**config.mk**
```make
export PLATFORM = sky130hd
export DESIGN_NAME = fifo_stream_reader
export DESIGN_NICKNAME = d
export VERILOG_FILES = /design/src/rtl/fifo_stream_reader.sv
export SDC_FILE = /design/constraint.sdc
export NUM_CORES = 1
export LEC_CHECK = 0
export ABC_AREA = 1
export BUFFER_PORTS_ARGS = -buffer_cell sky130_fd_sc_hd__buf_2
export CELL_PAD_IN_SITES_DETAIL_PLACEMENT = 0
export CELL_PAD_IN_SITES_GLOBAL_PLACEMENT = 2
export CORE_MARGIN = 8
export CORE_UTILIZATION = 32
export CTS_BUF_LIST = sky130_fd_sc_hd__clkbuf_4
export DETAILED_ROUTE_END_ITERATION = 7
export PLACE_DENSITY = 0.82
export RECOVER_POWER = 25
export SYNTH_ARGS = -nofsm -noshare
export SYNTH_HDL_FRONTEND = slang
export SYNTH_SLANG_ARGS = --single-unit
export TNS_END_PERCENT = 5
```
**constraint.sdc**
```tcl
create_clock -name clk -period 6.05 [get_ports clk]
set_input_delay 1.815 -clock clk [delete_from_list [all_inputs] [get_ports clk]]
set_output_delay 1.815 -clock clk [all_outputs]
set_load 0.02 [all_outputs]
```
**src/rtl/fifo_stream_reader.sv**
```systemverilog
// fifo_stream_reader
// Pulls bytes from a synchronous FIFO (one-cycle read latency) into a
// 2-entry skid buffer and presents them as a valid/ready stream. Reads are
// issued only when the buffer is guaranteed to have room for the returning
// byte, so a stalled consumer never causes a drop.
// Optional feature: define FIFO_READER_COUNT_EN to add the saturating
// 16-bit transfer counter on port out_count.
module fifo_stream_reader #(
    parameter int DATA_WIDTH = 8
) (
    input  logic                  clk,
    input  logic                  rst,
    input  logic                  drain_en,
    input  logic                  fifo_empty,
    input  logic [DATA_WIDTH-1:0] fifo_data,
    output logic                  fifo_read_en,
    output logic [DATA_WIDTH-1:0] out_data,
    output logic                  out_valid,
`ifdef FIFO_READER_COUNT_EN
    output logic [15:0]           out_count,
`endif
    input  logic                  out_ready
);

    // Encoding equals the number of buffered bytes, so the state doubles as
    // the occupancy count in the read-permission arithmetic.
    typedef enum logic [1:0] {
        ST_EMPTY = 2'd0,
        ST_HALF  = 2'd1,
        ST_FULL  = 2'd2
    } occ_e;

    occ_e                  r_state;
    occ_e                  w_state_nxt;
    logic                  r_inflight;
    logic [DATA_WIDTH-1:0] r_buf0;
    logic [DATA_WIDTH-1:0] r_buf1;
    logic                  w_pop;
    logic                  w_capture;
    logic                  w_wr_idx;
    logic [2:0]            w_level;

    // Handshake terms and read permission: a read is allowed only if the
    // byte it returns next cycle will find a free slot after this cycle's pop.
    always_comb begin
        w_pop        = (r_state != ST_EMPTY) & out_ready;
        w_capture    = r_inflight;
        w_level      = {1'b0, r_state} + {2'b00, r_inflight} - {2'b00, w_pop};
        fifo_read_en = ~rst & drain_en & ~fifo_empty & (w_level < 3'd2);
        // Tail slot after this cycle's pop: slot 1 if the head stays, else 0.
        w_wr_idx     = (r_state == ST_FULL) | ((r_state == ST_HALF) & ~w_pop);
    end

    // Next occupancy and stream valid from capture/pop combinations.
    // NOTE: every always_comb output gets a default first so no path can
    // leave it unassigned and infer a latch.
    always_comb begin
        w_state_nxt = r_state;
        out_valid   = 1'b0;
        case (r_state)
            ST_EMPTY: begin
                if (w_capture) w_state_nxt = ST_HALF;
            end
            ST_HALF: begin
                out_valid = 1'b1;
                if (w_capture && !w_pop)      w_state_nxt = ST_FULL;
                else if (!w_capture && w_pop) w_state_nxt = ST_EMPTY;
            end
            ST_FULL: begin
                out_valid = 1'b1;
                if (w_pop && !w_capture) w_state_nxt = ST_HALF;
            end
            default: w_state_nxt = ST_EMPTY;
        endcase
    end

    // Occupancy state and in-flight read flag.
    // NOTE: sequential state uses non-blocking assignments so every flop
    // samples pre-edge values regardless of block evaluation order.
    always_ff @(posedge clk) begin
        if (rst) begin
            r_state    <= ST_EMPTY;
            r_inflight <= 1'b0;
        end else begin
            r_state    <= w_state_nxt;
            r_inflight <= fifo_read_en;
        end
    end

    // Buffer storage: shift on pop, write the returning byte into the tail.
    // NOTE: the two data slots are reset because out_data must read zero
    // after reset; a deeper store would normally be left unreset.
    always_ff @(posedge clk) begin
        if (rst) begin
            r_buf0 <= '0;
            r_buf1 <= '0;
        end else begin
            if (w_pop) r_buf0 <= r_buf1;
            if (w_capture) begin
                if (w_wr_idx) r_buf1 <= fifo_data;
                else          r_buf0 <= fifo_data;
            end
        end
    end

    assign out_data = r_buf0;

`ifdef FIFO_READER_COUNT_EN
    logic [15:0] r_count;

    // Saturating count of completed stream transfers since reset.
    always_ff @(posedge clk) begin
        if (rst)                          r_count <= '0;
        else if (w_pop && r_count != '1)  r_count <= r_count + 16'd1;
    end

    assign out_count = r_count;
`endif

endmodule

```
==> flow_summary.ini <==
[setup_path]
crit_cells = 8
worstPathCellList = buf_2, nand2_8, ha_1, or2_2, fa_1, nand2_1, nor4_1, buf_2
cp_max_fo = 10
slowest_delay_ps = 510
cpMostUsedCell = buf_2
criticalPathCategory = primary input to primary output
r2r_cells = 9
crit_family = adder cells
arrival_ps = 3770
cp-start-kind = primary input
cp_slowest_cell = fa_1
critical_path_required_ps = 4240
path_buf_inv = 2
cp-end-kind = primary output

[grt]
grt_pass1_wl_um = 4374
grt_pass1_vias = 977
grt_overflow = 0
antenna_found_initial = 0
track_usage_pct = 10.05
grt_max_degree = 20

[synthesis]
ys_warn_count = 0
syn_inst = 169
syn_nets = 188
yosysMostFrequentCell = nand2_1
synth-async-reset-ratio_pct = 0
ys_seq_area_share_pct = 33.41
yosysUniqueCellTypes = 21
synth_enable_flop_cells = 0
yosysTopAreaCell = dfxtp_1
synthTopCellsByArea = dfxtp_1, nand2_1, nor2_1, nand3_1, inv_1
synth-seq-cells = 19
syn_avg_cell_area_um2 = 6.737
synth_area_um2 = 1139
synth_common_cells = nand2_1, nor2_1, inv_1, dfxtp_1, nand3_1
synth_ff_type = dfxtp_1
netlist.area_leader.share_pct = 33.41

[die]
coreArea_um2 = 3390
num_rows = 21
io_pins = 23
die_area_um2 = 5723
initial_core_util_pct = 33.59
die_x_um = 75.65
die_h_um = 75.65

[worst_hold_path]
holdCritPathClass = register to register
worstHoldPathCells = 2

[power_and_ir_drop]
clockPowerShare_pct = 13.4
peakVddDrop_v = 0.0002470
internal_power_uw = 261.5
pwr-share-seq_pct = 33.1
power_density_nw_per_um2 = 404.2
power.switching_uw = 254.9
sw_frac_of_total_pct = 49.36
combinationalPowerShare_pct = 53.5
p_leak_uw = 0.0006837

[finish]
finish.utilization_pct = 37.69
syn_to_final_growth_pct = 12.20
nFillCells = 398
final_nets = 208
drive_gt1_share_pct = 17.55
antenna_cells = 0

[cts]
post_cts_buffers = 0
cts_resized = 0
htree_levels = 1
cts_buffers = 3
clk_latency_ps = 300
cts.sinks = 19
clockBufferDepth = 2
clk_pin_slew_worst_paths_ps = 120
holdBufCountCts = 0
cts_tree = built
clockRootBuffer = clkbuf_4

[detailed_routing]
wl_um = 2634
wl_per_cell_um = 11.26
drt_iter0_drc = 53
vias = 1030
drc_errors = 0
via_per_inst = 4.402
antenna_left = 0
drtPass1Iterations = 4

[timing]
relSlewSlack_pct = 50.74
period_needed_ps = 5586
rsz0062_at_grt = false
worst_pin_slew_ps = 737.8
finalClockSkew_ps = 2.509
totalNegativeSetupSlack_ps = 0
finalSetupViolCount = 0
hold_violations = 0
drv_slew = 0
post-route-period-util_pct = 92.33
fmax_mhz = 179.0

[run]
cap_violations = 0

[placed_design]
io_buffers = 22
dp_hpwl_um = 1922
gp_congestion = 0.7473

[status]
status = complete, no violations
[worst min-delay path: stages, from the launching register on]
cell and delay [ps]:
dfxtp_1 360, a21oi_1 40, nor2_1 80
[layout make-up]
class / count / area (µm²) / area share (%)
clock buffers: 3 / 22.52 / 1.763
clock inverters: 1 / 5.005 / 0.3918
inverters: 24 / 90.09 / 7.052
multi-input cells: 119 / 613.1 / 47.99
flip-flops and latches: 19 / 380.4 / 29.77
well taps: 46 / 57.56 / 4.505
repair buffers: 22 / 108.9 / 8.521
[path summary, 6_finish.rpt]
kind	startpoint	endpoint	slack (ps)
worst max-delay path	out_ready	fifo_read_en	460
worst min-delay path	r_buf1[1]$_SDFFE_PP0P_	r_buf1[1]$_SDFFE_PP0P_	510
worst max register to register	r_state[1]$_SDFFE_PP0P_	r_inflight$_SDFF_PP0_	3470
worst min register to register	r_buf1[1]$_SDFFE_PP0P_	r_buf1[1]$_SDFFE_PP0P_	510
[kinds of logic (layout without fill, tap and decap cells)]
family | count (synthesis) | after routing | synth area share, %
compound gates | 9 | 9 | 3.956
xor+xnor | 1 | 1 | 0.7694
fa+ha+maj | 6 | 6 | 7.253
buf+inv | 31 | 50 | 12.75
flops | 19 | 19 | 33.41
simple gates | 103 | 103 | 41.87
[stage by stage]
step	area, µm²	worst slack, ps	total power [µW]	cells	hold slack (ps)
final	1277	464.0	516.4	234	508.0
after global placement	1251	511.9	450.7	230	481.2
after CTS	1279	445.8	526.4	234	515.7
after global routing	1277	321.6	567.6	234	537.4
after floorplan	1139	408.6	407.5	169	452.4
after detailed placement	1251	465.8	454.0	230	475.1
[power groups by stage]
stage | Combinational (µW) | Clock, µW | Sequential (µW)
3_5_place_dp | 279 | 0 | 175
6_report | 276 | 69.1 | 171
3_3_place_gp | 276 | 0 | 175
2_1_floorplan | 231 | 0 | 177
5_1_grt | 313 | 79.4 | 175
4_1_cts | 281 | 72.9 | 172
[sequential cells by signal, summed over array words and instances, names as in the netlist]
| register | count |
|---|---|
| out_data | 8 |
| r_buf1 | 8 |
| r_state | 2 |
| r_inflight | 1 |
[routing by layer]
| metal | part of all wire (%) | vias up | GRT usage, % |
|---|---|---|---|
| li1 | - | 557 | - |
| met1 | 46 | 450 | 11.85 |
| met2 | 47 | 21 | 17.07 |
| met3 | 6.7 | 2 | 3.289 |
| met4 | 0.76 | 0 | 2.559 |
| met5 | 0 | - | 0 |
[layout by cell type (no fill, tap or decap), drive strengths merged]
cell	instances
a21oi	9
buf	21
clkbuf	4
clkinv	2
dfxtp	19
fa	1
ha	5
inv	23
nand2	52
nand3	20
nor2	28
nor4	2
or2	1
xor2	1
(Power assumes the default switching activity.)
